--- config.mk ---
export PLATFORM = sky130hd
export DESIGN_NAME = game_clock_ctrl
export DESIGN_NICKNAME = d
export VERILOG_FILES = /design/src/rtl/game_clock_ctrl.sv
export SDC_FILE = /design/constraint.sdc
export NUM_CORES = 1
export LEC_CHECK = 0
export ABC_CLOCK_PERIOD_IN_PS = 3100
export BUFFER_PORTS_ARGS = -buffer_cell sky130_fd_sc_hd__buf_2
export CORE_AREA = 8 8 115 117
export DETAILED_ROUTE_END_ITERATION = 8
export DIE_AREA = 0 0 123 125
export GPL_ROUTABILITY_DRIVEN = 0
export MAX_ROUTING_LAYER = met4
export SLEW_MARGIN = 20
export SYNTH_ARGS = -nofsm -noshare
export SYNTH_HDL_FRONTEND = slang
export SYNTH_SLANG_ARGS = --single-unit
--- constraint.sdc ---
create_clock -name clk -period 3.1 [get_ports clk]
set_input_delay 0.62 -clock clk [delete_from_list [all_inputs] [get_ports clk]]
set_output_delay 0.62 -clock clk [all_outputs]
set_load 0.01 [all_outputs]
--- src/rtl/game_clock_ctrl.sv ---
// Countdown game clock: BCD mm:ss with run/pause/clear/minute-add and expiry buzzer.
// All outputs are registered; tick is high while the prescaler sits at its last count.
module game_clock_ctrl #(
    parameter logic [26:0] TICK_DIV    = 27'd100000000,
    parameter logic [3:0]  PRESET_MT   = 4'd1,
    parameter logic [3:0]  PRESET_MO   = 4'd2,
    parameter logic [23:0] BUZZ_CYCLES = 24'd5000000
) (
    input  logic       clk,
    input  logic       rst,
    input  logic       start_stop,
    input  logic       clear,
    input  logic       inc_min,
    output logic [3:0] min_tens,
    output logic [3:0] min_ones,
    output logic [3:0] sec_tens,
    output logic [3:0] sec_ones,
    output logic       tick,
    output logic       running,
    output logic       expired,
    output logic       buzzer
);

    typedef enum logic [1:0] {IDLE, RUN, PAUSE, EXPIRED} state_t;

    state_t      state_q, state_d;
    logic [26:0] presc_q, presc_d;
    logic [3:0]  mt_q, mt_d, mo_q, mo_d, st_q, st_d, so_q, so_d;
    logic [23:0] bcnt_q, bcnt_d;
    logic        tick_q, tick_d, run_q, run_d, exp_q, exp_d, buzz_q, buzz_d;

    logic        tick_now, time_zero, last_sec, inc_nonzero;
    logic [3:0]  inc_mt, inc_mo;

    assign tick_now  = (state_q == RUN) && (presc_q == TICK_DIV - 27'd1);
    assign time_zero = (mt_q == 4'd0) && (mo_q == 4'd0) && (st_q == 4'd0) && (so_q == 4'd0);
    assign last_sec  = (mt_q == 4'd0) && (mo_q == 4'd0) && (st_q == 4'd0) && (so_q == 4'd1);

    always_comb begin
        inc_mo = (mo_q == 4'd9) ? 4'd0 : mo_q + 4'd1;
        inc_mt = mt_q;
        if (mo_q == 4'd9) begin
            inc_mt = (mt_q == 4'd9) ? 4'd0 : mt_q + 4'd1;
        end
    end

    // Start from IDLE is judged on the time after any same-cycle minute add.
    assign inc_nonzero = (inc_mt != 4'd0) || (inc_mo != 4'd0) || (st_q != 4'd0) || (so_q != 4'd0);

    always_comb begin
        state_d = state_q;
        presc_d = presc_q;
        mt_d    = mt_q;
        mo_d    = mo_q;
        st_d    = st_q;
        so_d    = so_q;
        bcnt_d  = bcnt_q;
        buzz_d  = buzz_q;

        if (buzz_q) begin
            bcnt_d = bcnt_q - 24'd1;
            buzz_d = (bcnt_q != 24'd1);
        end

        if (clear) begin
            state_d = IDLE;
            presc_d = 27'd0;
            mt_d    = PRESET_MT;
            mo_d    = PRESET_MO;
            st_d    = 4'd0;
            so_d    = 4'd0;
            bcnt_d  = 24'd0;
            buzz_d  = 1'b0;
        end else begin
            case (state_q)
                IDLE: begin
                    if (inc_min) begin
                        mt_d = inc_mt;
                        mo_d = inc_mo;
                    end
                    if (start_stop && (inc_min ? inc_nonzero : !time_zero)) begin
                        state_d = RUN;
                    end
                end
                PAUSE: begin
                    if (inc_min) begin
                        mt_d = inc_mt;
                        mo_d = inc_mo;
                    end
                    if (start_stop) begin
                        state_d = RUN;
                    end
                end
                RUN: begin
                    if (tick_now) begin
                        presc_d = 27'd0;
                        // A 00:00 reached by minute wrap in PAUSE expires instead of underflowing.
                        if (time_zero || last_sec) begin
                            mt_d    = 4'd0;
                            mo_d    = 4'd0;
                            st_d    = 4'd0;
                            so_d    = 4'd0;
                            state_d = EXPIRED;
                            buzz_d  = 1'b1;
                            bcnt_d  = BUZZ_CYCLES;
                        end else begin
                            so_d = (so_q == 4'd0) ? 4'd9 : so_q - 4'd1;
                            if (so_q == 4'd0) begin
                                st_d = (st_q == 4'd0) ? 4'd5 : st_q - 4'd1;
                                if (st_q == 4'd0) begin
                                    mo_d = (mo_q == 4'd0) ? 4'd9 : mo_q - 4'd1;
                                    if (mo_q == 4'd0) begin
                                        mt_d = mt_q - 4'd1;
                                    end
                                end
                            end
                            if (start_stop) begin
                                state_d = PAUSE;
                            end
                        end
                    end else begin
                        presc_d = presc_q + 27'd1;
                        if (start_stop) begin
                            state_d = PAUSE;
                        end
                    end
                end
                EXPIRED: begin
                    state_d = EXPIRED;
                end
                default: begin
                    state_d = IDLE;
                end
            endcase
        end

        tick_d = (state_d == RUN) && (presc_d == TICK_DIV - 27'd1);
        run_d  = (state_d == RUN);
        exp_d  = (state_d == EXPIRED);
    end

    always_ff @(posedge clk or negedge rst) begin
        if (!rst) begin
            state_q <= IDLE;
            presc_q <= 27'd0;
            mt_q    <= PRESET_MT;
            mo_q    <= PRESET_MO;
            st_q    <= 4'd0;
            so_q    <= 4'd0;
            bcnt_q  <= 24'd0;
            buzz_q  <= 1'b0;
            tick_q  <= 1'b0;
            run_q   <= 1'b0;
            exp_q   <= 1'b0;
        end else begin
            state_q <= state_d;
            presc_q <= presc_d;
            mt_q    <= mt_d;
            mo_q    <= mo_d;
            st_q    <= st_d;
            so_q    <= so_d;
            bcnt_q  <= bcnt_d;
            buzz_q  <= buzz_d;
            tick_q  <= tick_d;
            run_q   <= run_d;
            exp_q   <= exp_d;
        end
    end

    assign min_tens = mt_q;
    assign min_ones = mo_q;
    assign sec_tens = st_q;
    assign sec_ones = so_q;
    assign tick     = tick_q;
    assign running  = run_q;
    assign expired  = exp_q;
    assign buzzer   = buzz_q;

endmodule
Yosys cells after proc, flatten, opt, wreduce, memory -nomap -nowiden
Index checks and enable logic that the tools add are counted.
Widths: inputs -> output; s select.
Storage, ports and cells
  logic and storage cells: 116
  input bits: 5
  register bits: 73
  output and inout port bits: 20
  ROM bits: 0
  RAM bits: 0
  latch bits: 0
  memories: 0
Cells by class
  order comparisons: 0
  shifts and indexed selects: 0
  equality and inequality tests: 16
  bitwise logic cells: 0
  $add $sub $neg: 8
  div/mod/pow operators: 0
  muxes and demuxes: 51
  reduce and logical (&&, ||, !) cells: 30
  multipliers: 0
Operators with widths (count)
  $mux 24: 5
  $mux 4: 28
  $mux 27: 3
  $eq 27x27->1 const B: 2
  $add 27x1->27 const B: 1
  $ne 24x1->1 const B: 1
  $sub 24x1->24 const B: 1
  $logic_not 4->1: 4
  $pmux 4 s2: 2
  $reduce_bool 4->1: 4
  $sub 4x1->4 const B: 4
  $mux 2: 6
  $ne 4x2->1 const B: 3
  $add 4x1->4 const B: 2
  $eq 4x4->1 const B: 2
  $pmux 2 s4: 1
  $logic_and 1x1->1: 7
  $eq 2x2->1 const B: 3
  $mux 1: 6
  $reduce_and 6->1: 1
  $reduce_bool 3->1: 2
  $reduce_and 5->1: 1
  $eq 2x1->1 const B: 2
  $eq 4x1->1 const B: 1
  9 further kinds: 13

Longest topological paths before layout
Gate-level depths: netlist of the first run.
  word-level depth: 14
  gate-level depth with buffers: 9
  mapped depth without buffers: 8

Least setup slack after synthesis of the first run
No wires, ideal clock.
  path type: register to register
  from: register so_q[0], in the netlist sec_ones[0]
  to: register exp_q, in the netlist expired
  required time: 2974 ps
  library setup time: 126 ps
  clock period less this slack: 2376 ps
  slack: 724 ps
  arrival time: 2250 ps
  stages on the path, launching flop included: 9
  path buffers: 0
  path through: dfrtp_1 -> inv_1 -> ha_1 -> or3b_1 -> or4_1 -> nor3_1 -> a41oi_1 -> a21boi_1 -> nor2b_1
On the way
  word-level cells in the longest chain between the ends: 9
  elaborated cells between the ends (all ways): 16
  classes of those cells: eq/ne (2); mux (6); reduce/logical (8)
Ends and longest elaborated chain
  from (decl): line 28  | logic [3:0] mt_q, mt_d, mo_q, mo_d, st_q, st_d, so_q, so_d;
  from (signal assigned): line 149  | so_q <= 4'd0;
  from (signal assigned): line 161  | so_q <= so_d;
  $logic_not 4->1: line 36  | assign time_zero = (mt_q == 4'd0) && (mo_q == 4'd0) && (st_q == 4'd0) && (so_q == 4'd0);
  $logic_and 1x1->1: line 36
  $logic_not 1->1: line 81  | if (start_stop && (inc_min ? inc_nonzero : !time_zero)) begin
  $mux 1: line 81
  $logic_and 1x1->1: line 81
  $mux 2: line 81
  $pmux 2 s4 (*): line 75  | case (state_q)
  $mux 2 (*): line 65  | if (clear) begin
  net state_d[0]: line 26  | state_t state_q, state_d;
  $eq 2x2->1 (*): line 139  | exp_d = (state_d == EXPIRED);
  net exp_d: line 30  | logic tick_q, tick_d, run_q, run_d, exp_q, exp_d, buzz_q, buzz_d;
  to (signal assigned): line 166  | exp_q <= exp_d;
  to (decl): line 30
Mark *: on every way through the listed nets, which the timed path passes. The rest lies on a longest branch.
A chain may end at the register's enable or synchronous reset.

Worst setup path after layout of the first run
  from: register presc_q[0]
  to: register tick_q, in the netlist tick
On the way
  word-level cells in the longest chain between the ends: 7
  elaborated cells between the ends (all ways): 12
  classes of those cells: add/sub (1); eq/ne (3); mux (6); reduce/logical (2)
Ends and longest elaborated chain
  from (decl): line 27  | logic [26:0] presc_q, presc_d;
  from (signal assigned): line 157  | presc_q <= presc_d;
  branches (longest 6 deep; another with $add 27x1->27)
  $logic_and 1x1->1 (*): line 137  | tick_d = (state_d == RUN) && (presc_d == TICK_DIV - 27'd1);
  net tick_d: line 30
  to (signal assigned): line 164  | tick_q <= tick_d;
  to (decl): line 30
Mark *: on every way through the listed nets, which the timed path passes.

==> results of run 1 <==
-- worst paths after layout --
| check | slack [ns] | endpoint | start | cells past startpoint |
|---|---|---|---|---|
| hold / removal | 0.43 | presc_q[7]$_DFF_PN0_ | rst | 1 |
| max in group asynchronous | 2.08 | tick$_DFF_PN0_ | rst | 1 |
| setup reg to reg | 0.32 | tick$_DFF_PN0_ | presc_q[0]$_DFF_PN0_ | 7 |
| min in group clk | 0.51 | sec_tens[1]$_DFFE_PN0P_ | sec_tens[1]$_DFFE_PN0P_ | 2 |
| hold reg to reg | 0.51 | sec_tens[1]$_DFFE_PN0P_ | sec_tens[1]$_DFFE_PN0P_ | 2 |
| setup / recovery | 0.32 | tick$_DFF_PN0_ | presc_q[0]$_DFF_PN0_ | 7 |
-- metal layers --
| metal | vias up | part of all wire | GRT usage |
|---|---|---|---|
| met5 | - | 0 | - |
| met4 | 0 | 0.016 | 0.04465 |
| met3 | 14 | 0.036 | 0.03825 |
| met2 | 83 | 0.46 | 0.2106 |
| met1 | 1809 | 0.49 | 0.1980 |
| li1 | 1825 | - | - |
-- power groups by stage --
| stage | sequential (mW) | combinational [mW] | clock [mW] |
|---|---|---|---|
| finish | 1.09 | 0.358 | 1.12 |
| global placement | 1.10 | 0.362 | 0 |
| floorplan | 1.07 | 0.272 | 0 |
| detailed placement | 1.11 | 0.361 | 0 |
| CTS | 1.09 | 0.363 | 1.15 |
| global route | 1.11 | 0.403 | 1.19 |
-- sequential cells by signal, indices dropped and copies added (netlist names) --
name and flops:
sec_tens 4, buzzer 1, running 1, presc_q 27, sec_ones 4, min_ones 4, expired 1, tick 1
state_q 2, bcnt_q 24, min_tens 4
-- metrics by stage --
| step | instance area, um^2 | std cells | setup WS, ns | util |
|---|---|---|---|---|
| after floorplan | 4417 | 502 | 0.7245 | - |
| after global placement | 4668 | 656 | 0.3738 | 0.4020 |
| after detailed placement | 4668 | 656 | 0.3778 | 0.4020 |
| after CTS | 4989 | 672 | 0.3224 | 0.4296 |
| after global routing | 4989 | 672 | 0.1188 | 0.4296 |
| final | 4989 | 672 | 0.3211 | 0.4296 |
-- worst max-delay path: stages, from the launching register on --
cell and delay, ns:
dfrtp_1 0.47, ha_1 0.34, nor4bb_1 0.34, a31oi_1 0.06, or4_1 0.41, a2111oi_0 0.58
nand3b_1 0.21, and4bb_1 0.31
-- layout make-up --
type,count,area (um^2)
fillers,1124,6623
multi-input cells,387,2409
flip-flops and latches,73,1829
clock buffers,9,225.2
well taps,147,183.9
repair buffers,32,182.7
clock inverters,7,95.09
inverters,17,63.81
-- cell families after synthesis --
| kind of cell | share of synthesized area |
|---|---|
| compound gates | 0.1317 |
| xor+xnor | 0.08725 |
| fa+ha+maj | 0.02833 |
| buf+inv | 0.04136 |
| flops | 0.4142 |
| mux | 0.02096 |
| simple gates | 0.2762 |
-- placed cells by master, fill, tap and decap left out, types with 3 or more instances in the layout --
cell type   n
nor3b_1     4
nor4b_1     3
nor2b_1     5
or2_2       3
buf_4       9
or3_1       6
nand3_1    21
inv_1      17
dfrtp_1    71
o41ai_1     3
o21a_1      3
and2_1      3
nand2b_1    4
ha_1       10
mux2i_1     7
a21oi_1    33
clkbuf_16   9
nor3_1     17
buf_2      23
and3_1      5
o31ai_1     3
o21ai_0    20
nor4_1     10
nor2_1     69
xnor2_1    23
nand4_1    11
nand2_1    43
or4_1       8
xor2_1     21
nand3b_1    3
and4_1      3
==> impl_metrics.json, run 1 <==
{
  "cp-end-kind": "register",
  "clk_path_buf_depth": 2,
  "crit_fanout": 8,
  "cts_tree": "yes",
  "finalMaxSlewViolations": 0,
  "area_growth_syn_to_layout_pct": 12.95,
  "cts-root-buf": "clkbuf_16",
  "die_y_um": 125,
  "post_cts_buffers": 0,
  "power_frac_seq": 0.424,
  "vias_per_cell": 5.552,
  "cts-hold-fix-buffers": 0,
  "ys_seq_area_frac": 0.4142,
  "ant_nets": 0,
  "grt_setup_unrepaired": "no",
  "cts.sinks": 73,
  "period_minus_slack_ns": 2.779,
  "worst_slew_pin_slew_ns": 0.9321,
  "timing.hold.ws_ns": 0.4320,
  "p_total_mw": 2.574,
  "synthTopCellsByArea": "dfrtp_1 (40%), nor2_1 (5.9%), xnor2_1 (4.6%), xor2_1 (4.2%), a21oi_1 (3.7%)",
  "portBuffers": 24,
  "fin_nets": 535,
  "synth_edf_count": 0,
  "grt_pass1_vias": 3527,
  "hold_path.class": "input port to async pin",
  "synth_ff_type": "dfrtp_1",
  "finalWirelength_um": 10330,
  "finalHoldViolCount": 0,
  "route.detailed.drc": 0,
  "finalClockSkew_ns": 0.008984,
  "synth_top_area_share": 0.4023,
  "synth_seq_cells": 73,
  "first_iter_violations": 217,
  "start_util": 0.3804,
  "critPathArrivalTime_ns": 3.05,
  "cts_max_level": 3,
  "syn-mean-instance-area_um2": 8.798,
  "p_switching_mw": 0.7217,
  "antenna_found_initial": 0,
  "cts_buffers": 9,
  "crit_type": "register to register",
  "wl_per_cell_um": 15.37,
  "power_density_nw_per_um2": 516.0,
  "first_pass_iters": 4,
  "fin_crit_sh": 0.8964,
  "row_count": 40,
  "slew_headroom": 0.3786,
  "p_comb_frac": 0.139,
  "setup_tns_ns": 0,
  "cts.clk_slew.worst_paths_ns": 0.06,
  "cap_violations": 0,
  "crit_path_start_kind": "register",
  "antennaDiodeCount": 0,
  "pwr-share-clk": 0.437,
  "core_region_area_um2": 11610,
  "syn-cell-area_um2": 4417,
  "overflow": 0,
  "yosysMostFrequentCell": "dfrtp_1",
  "ys_warn_count": 0,
  "outcome": "finished, final reports clean",
  "grt_pass1_wl_um": 17860,
  "ys_async_sr_fraction": 1.000,
  "internal-power_mw": 1.853,
  "synth_commonest_cells": "dfrtp_1 (71), nor2_1 (69), nand2_1 (43), a21oi_1 (33), xnor2_1 (23)",
  "cp.required_ns": 3.37,
  "netlist_instances": 502,
  "dp_hpwl_um": 7291,
  "grt_max_degree": 74,
  "die_w_um": 123,
  "leakage_nw": 2.122,
  "ios": 25,
  "swShare": 0.2803,
  "setup_viol": 0,
  "vias": 3731,
  "synth.distinct_cells": 69,
  "drive_gt1_frac": 0.1238,
  "grt.total_usage": 0.1467,
  "syn_nets": 517,
  "clk_latency_ns": 0.34,
  "ir_drop_uv": 347.3,
  "timing.fmax_mhz": 359.9,
  "synth_top_cell_by_area": "dfrtp_1",
  "post_cts_resized": 0,
  "die_area_um2": 15380
}
(Power assumes the default switching activity.)
==> inputs of run 2 (changes only) <==
--- a/config.mk
+++ b/config.mk
@@ -11,7 +11,6 @@
 export DETAILED_ROUTE_END_ITERATION = 8
 export DIE_AREA = 0 0 123 125
 export GPL_ROUTABILITY_DRIVEN = 0
-export MAX_ROUTING_LAYER = met4
 export SLEW_MARGIN = 20
 export SYNTH_ARGS = -nofsm -noshare
 export SYNTH_HDL_FRONTEND = slang
==> impl_metrics.json, run 2 (synthesis gave the netlist of run 1 again) <==
{
  "outcome": "finished, final reports clean",
  "portBuffers": 24,
  "worst_slew_pin_slew_ns": 0.9386,
  "post_cts_resized": 0,
  "power_density_nw_per_um2": 516.3,
  "wl_per_cell_um": 15.39,
  "final_common_cell": "dfrtp_1",
  "vias_per_cell": 5.551,
  "first_pass_iters": 4,
  "finalWirelength_um": 10350,
  "setup_tns_ns": 0,
  "antenna_found_initial": 0,
  "finalHoldViolCount": 0,
  "antennaDiodeCount": 0,
  "area_growth_syn_to_layout_pct": 12.95,
  "leakage_nw": 2.122,
  "setup_viol": 0,
  "cts_tree": "yes",
  "core_region_area_um2": 11610,
  "cts_buffers": 9,
  "cts_max_level": 3,
  "cts-root-buf": "clkbuf_16",
  "grt_max_degree": 74,
  "finalMaxSlewViolations": 0,
  "drive_gt1_frac": 0.1238,
  "fin_nets": 535,
  "cp-end-kind": "register",
  "ir_drop_uv": 346.7,
  "cp_slowest_cell": "a2111oi_0",
  "route.detailed.drc": 0,
  "ant_nets": 0,
  "grt.total_usage": 0.1425,
  "grt_setup_unrepaired": "no",
  "finalClockSkew_ns": 0.008781,
  "largest_registers": "presc_q: 27 flops, bcnt_q: 24 flops",
  "crit_path_start_kind": "register",
  "slowest_delay_ns": 0.57,
  "period_minus_slack_ns": 2.787,
  "first_iter_violations": 217,
  "die_area_um2": 15380,
  "clk_path_buf_depth": 2,
  "cts.sinks": 73,
  "top_register": "presc_q",
  "dp_hpwl_um": 7291,
  "largest_reg_flops": 27,
  "multi_input_area_um2": 2409,
  "cts.clk_slew.worst_paths_ns": 0.06,
  "regArea_um2": 1829,
  "post_cts_buffers": 0,
  "placedCellCount": 656,
  "die_w_um": 123,
  "reg2reg_from": "presc_q[0]$_DFF_PN0_",
  "cp.required_ns": 3.37,
  "crit_path_cell_trace": "ha_1, nor4bb_1, a31oi_1, or4_1, a2111oi_0, nand3b_1, and4bb_1",
  "clk_latency_ns": 0.34,
  "crit_fanout": 8,
  "cap_violations": 0,
  "vias": 3730,
  "slew_headroom": 0.3743,
  "row_count": 40,
  "crit_type": "register to register",
  "ios": 25,
  "critPathArrivalTime_ns": 3.05,
  "fin_crit_sh": 0.8991,
  "critical-path-top-delay-family": "simple AND/OR/NAND/NOR gates",
  "path_buf_inv": 0,
  "grt_pass1_vias": 3537,
  "final_cell_mix": "dfrtp_1 (71), nor2_1 (69), nand2_1 (43)",
  "start_util": 0.3804,
  "die_y_um": 125,
  "worstSetupStartpoint": "presc_q[0]$_DFF_PN0_",
  "timing.fmax_mhz": 358.8,
  "cts-hold-fix-buffers": 0,
  "hold_path.class": "input port to async pin",
  "grt_pass1_wl_um": 17830,
  "fillers": 1124,
  "final_cells": 672,
  "overflow": 0
}
run 2: cell counts in the layout (fill, tap and decap cells not counted):
Identical to the previous run, type by type.
run 2: worst paths after layout:
check,endpoint,slack (ns),cells past startpoint
min in group clk,sec_tens[1]$_DFFE_PN0P_,0.51,2
worst min-delay path,presc_q[7]$_DFF_PN0_,0.44,1
worst max-delay path,tick$_DFF_PN0_,0.31,7
worst max register to register,tick$_DFF_PN0_,0.31,7
worst min register to register,sec_tens[1]$_DFFE_PN0P_,0.51,2
max in group asynchronous,tick$_DFF_PN0_,2.07,1
run 2: final cells by class:
type,count,area share
multi-input cells,387,0.4828
flip-flops and latches,73,0.3667
clock buffers,9,0.04515
well taps,147,0.03687
repair buffers,32,0.03662
clock inverters,7,0.01906
inverters,17,0.01279
run 2: power breakdown:
part           switching, mW  internal [mW]  leakage, nW  total [mW]
clock                  0.422          0.704        0.155        1.13
sequential            0.0933          0.998         1.00        1.09
combinational          0.208          0.150        0.965       0.358
run 2: per-stage QoR:
stage	setup slack (ns)	hold WS [ns]	utilization	power [mW]	cell area [um^2]
2_1_floorplan	0.7245	0.3244	-	1.342	4417
3_3_place_gp	0.3738	0.4821	0.4020	1.467	4668
3_5_place_dp	0.3778	0.4994	0.4020	1.469	4668
4_1_cts	0.3224	0.4735	0.4296	2.601	4989
5_1_grt	0.1188	0.5167	0.4296	2.704	4989
6_report	0.3127	0.4352	0.4296	2.576	4989
run 2: per-layer routing:
metal	routed length, um	GRT usage
met5	0	0
met4	164	0.04465
met3	350	0.04050
met2	4701	0.2096
met1	5128	0.1969
==> inputs of run 3 (changes only) <==
--- a/config.mk
+++ b/config.mk
@@ -5,8 +5,8 @@
 export SDC_FILE = /design/constraint.sdc
 export NUM_CORES = 1
 export LEC_CHECK = 0
-export ABC_CLOCK_PERIOD_IN_PS = 3100
-export BUFFER_PORTS_ARGS = -buffer_cell sky130_fd_sc_hd__buf_2
+export ABC_CLOCK_PERIOD_IN_PS = 2250
+export BUFFER_PORTS_ARGS = -buffer_cell sky130_fd_sc_hd__buf_4
 export CORE_AREA = 8 8 115 117
 export DETAILED_ROUTE_END_ITERATION = 8
 export DIE_AREA = 0 0 123 125
==> constraint.sdc (replaced) <==
create_clock -name clk -period 2.25 [get_ports clk]
set_input_delay 0.45 -clock clk [delete_from_list [all_inputs] [get_ports clk]]
set_output_delay 0.45 -clock clk [all_outputs]
set_load 0.01 [all_outputs]
==> impl_metrics.json, run 3 (synthesis gave the netlist of run 1 again) <==
{
  "outcome": "finished, violations left",
  "violations": "setup timing",
  "timing.fmax_mhz": 436.0,
  "first_iter_violations": 351,
  "r2r-end": "tick$_DFF_PN0_",
  "setup_viol": 2,
  "power_frac_seq": 0.396,
  "pwr-share-clk": 0.396,
  "path_buf_inv": 1,
  "hold_path.class": "input port to async pin",
  "grt_use_met2": 0.2387,
  "cts-root-buf": "clkbuf_16",
  "busiest_layer": "met2",
  "die_y_um": 125,
  "clk_latency_ns": 0.34,
  "finalClockSkew_ns": 0.007952,
  "largest_reg_flops": 27,
  "slew_headroom": 0.5460,
  "reg2reg_from": "sec_ones[1]$_DFFE_PN0P_",
  "wl_per_cell_um": 15.64,
  "cp-end-kind": "register",
  "finalMaxSlewViolations": 0,
  "crit_path_start_kind": "register",
  "dp_hpwl_um": 8168,
  "fin_ws_ns": -0.04380,
  "crit_path_cell_trace": "inv_2, ha_4, or3b_4, or4_4, o31ai_4, a41oi_2, nand2_2, and4bb_1",
  "cts.clk_slew.worst_paths_ns": 0.06,
  "finalHoldViolCount": 0,
  "cap_violations": 0,
  "worstSetupStartpoint": "sec_ones[1]$_DFFE_PN0P_",
  "finalWirelength_um": 11560,
  "cts_max_level": 3,
  "setup_tns_ns": -0.08718,
  "antennaDiodeCount": 0,
  "fin_nets": 602,
  "final_common_cell": "buf_4",
  "slowest_delay_ns": 0.52,
  "antenna_found_initial": 0,
  "crit_type": "register to register",
  "grt_pass1_vias": 3943,
  "p_total_mw": 3.654,
  "period_minus_slack_ns": 2.294,
  "cts_buffers": 9,
  "cts.sinks": 73,
  "first_pass_iters": 4,
  "cp.required_ns": 2.47,
  "ant_nets": 0,
  "clk_path_buf_depth": 2,
  "die_area_um2": 15380,
  "leakage_nw": 2.465,
  "final_cell_mix": "buf_4 (97), dfrtp_1 (70), nor2_1 (68)",
  "globalRouteMet3Util": 0.02925,
  "p_switching_mw": 1.057,
  "critPathArrivalTime_ns": 2.51,
  "portBuffers": 24,
  "grt_pass1_wl_um": 19020,
  "p_comb_frac": 0.207,
  "overflow": 0,
  "cts_tree": "yes",
  "placedCellCount": 710,
  "row_count": 40,
  "critical-path-top-delay-family": "simple AND/OR/NAND/NOR gates",
  "route.detailed.drc": 0,
  "ff2ff_setup_slack_ns": -0.04,
  "cp_slowest_cell": "or4_4",
  "swShare": 0.2893,
  "final_cells": 739,
  "largest_registers": "presc_q: 27 flops, bcnt_q: 24 flops",
  "top_register": "presc_q",
  "start_util": 0.3804,
  "grt_setup_unrepaired": "yes",
  "grt.total_usage": 0.1519,
  "vias": 3959,
  "drive_gt1_frac": 0.2618,
  "power_density_nw_per_um2": 642.5,
  "area_growth_syn_to_layout_pct": 28.78,
  "grt_max_degree": 51,
  "core_region_area_um2": 11610,
  "die_w_um": 123,
  "worst_slew_pin_slew_ns": 0.6809,
  "vias_per_cell": 5.357,
  "internal-power_mw": 2.597,
  "reg2reg_depth": 8,
  "ir_drop_uv": 363.7,
  "crit_fanout": 2,
  "ios": 25,
  "met1_usage": 0.1987,
  "fin_crit_sh": 1.019
}
run 3: cell types whose count changed in the layout (fill, tap and decap cells not counted), moves of 3 or more:
cell and delta:
or4_4 +3, ha_1 -3, buf_2 -23, inv_2 +4, or4_1 -3, inv_1 -4
buf_4 +88
run 3: stage by stage:
step | utilization | setup slack, ns | hold WS (ns) | cell area, um^2
final | 0.4899 | -0.04380 | 0.1475 | 5688
after floorplan | - | 0.02389 | 0.1544 | 4456
after detailed placement | 0.4474 | -0.08553 | 0.5422 | 5195
after global routing | 0.4899 | -0.1307 | 0.2051 | 5688
after global placement | 0.4474 | 0.005196 | 0.5207 | 5195
after CTS | 0.4792 | -0.01606 | 0.1771 | 5564
run 3: worst max-delay path by stage:
stage,endpoint,slack (ns),cells after the start
after global placement,tick$_DFF_PN0_,0.005,8
after CTS,expired$_DFF_PN0_,-0.02,8
after floorplan,expired$_DFF_PN0_,0.02,8
after detailed placement,tick$_DFF_PN0_,-0.09,8
final,tick$_DFF_PN0_,-0.04,8
after global routing,tick$_DFF_PN0_,-0.13,7
run 3: timing repair:
item | CTS | global route
hold buffers | 0 | 0
gates cloned | 0 | 0
pin swaps | 3 | 6
endpoints found under the setup margin | 2 | 28
buffers inserted | 5 | 8
resized for setup | 7 | 12
endpoints found under the hold margin | 0 | 0
run 3: final cells by class:
| class | instances | area (um^2) |
|---|---|---|
| clock buffer | 10 | 229.0 |
| clock inverter | 6 | 67.56 |
| fill | 1104 | 5923 |
| inverter | 17 | 63.81 |
| multi-input combinational | 387 | 2545 |
| sequential | 73 | 1831 |
| tap | 147 | 183.9 |
| timing repair buffer | 99 | 768.2 |
run 3: power by group through the flow:
stage	clock [mW]	sequential, mW	combinational (mW)
after global routing	1.55	1.46	0.830
after global placement	0	1.47	0.700
final	1.45	1.45	0.758
after detailed placement	0	1.47	0.709
after floorplan	0	1.48	0.396
after CTS	1.49	1.45	0.731
run 3: worst reg2reg max path, stage by stage (launching register included):
cell      delay, ns
dfrtp_1        0.40
inv_2          0.09
ha_4           0.13
or3b_4         0.38
or4_4          0.52
o31ai_4        0.24
a41oi_2        0.07
nand2_2        0.11
and4bb_1       0.22
run 3: layer usage:
metal / wire, um / share of wire
met5: 0 / 0
met3: 377 / 0.033
met2: 5523 / 0.48
met1: 5386 / 0.47
met4: 269 / 0.023
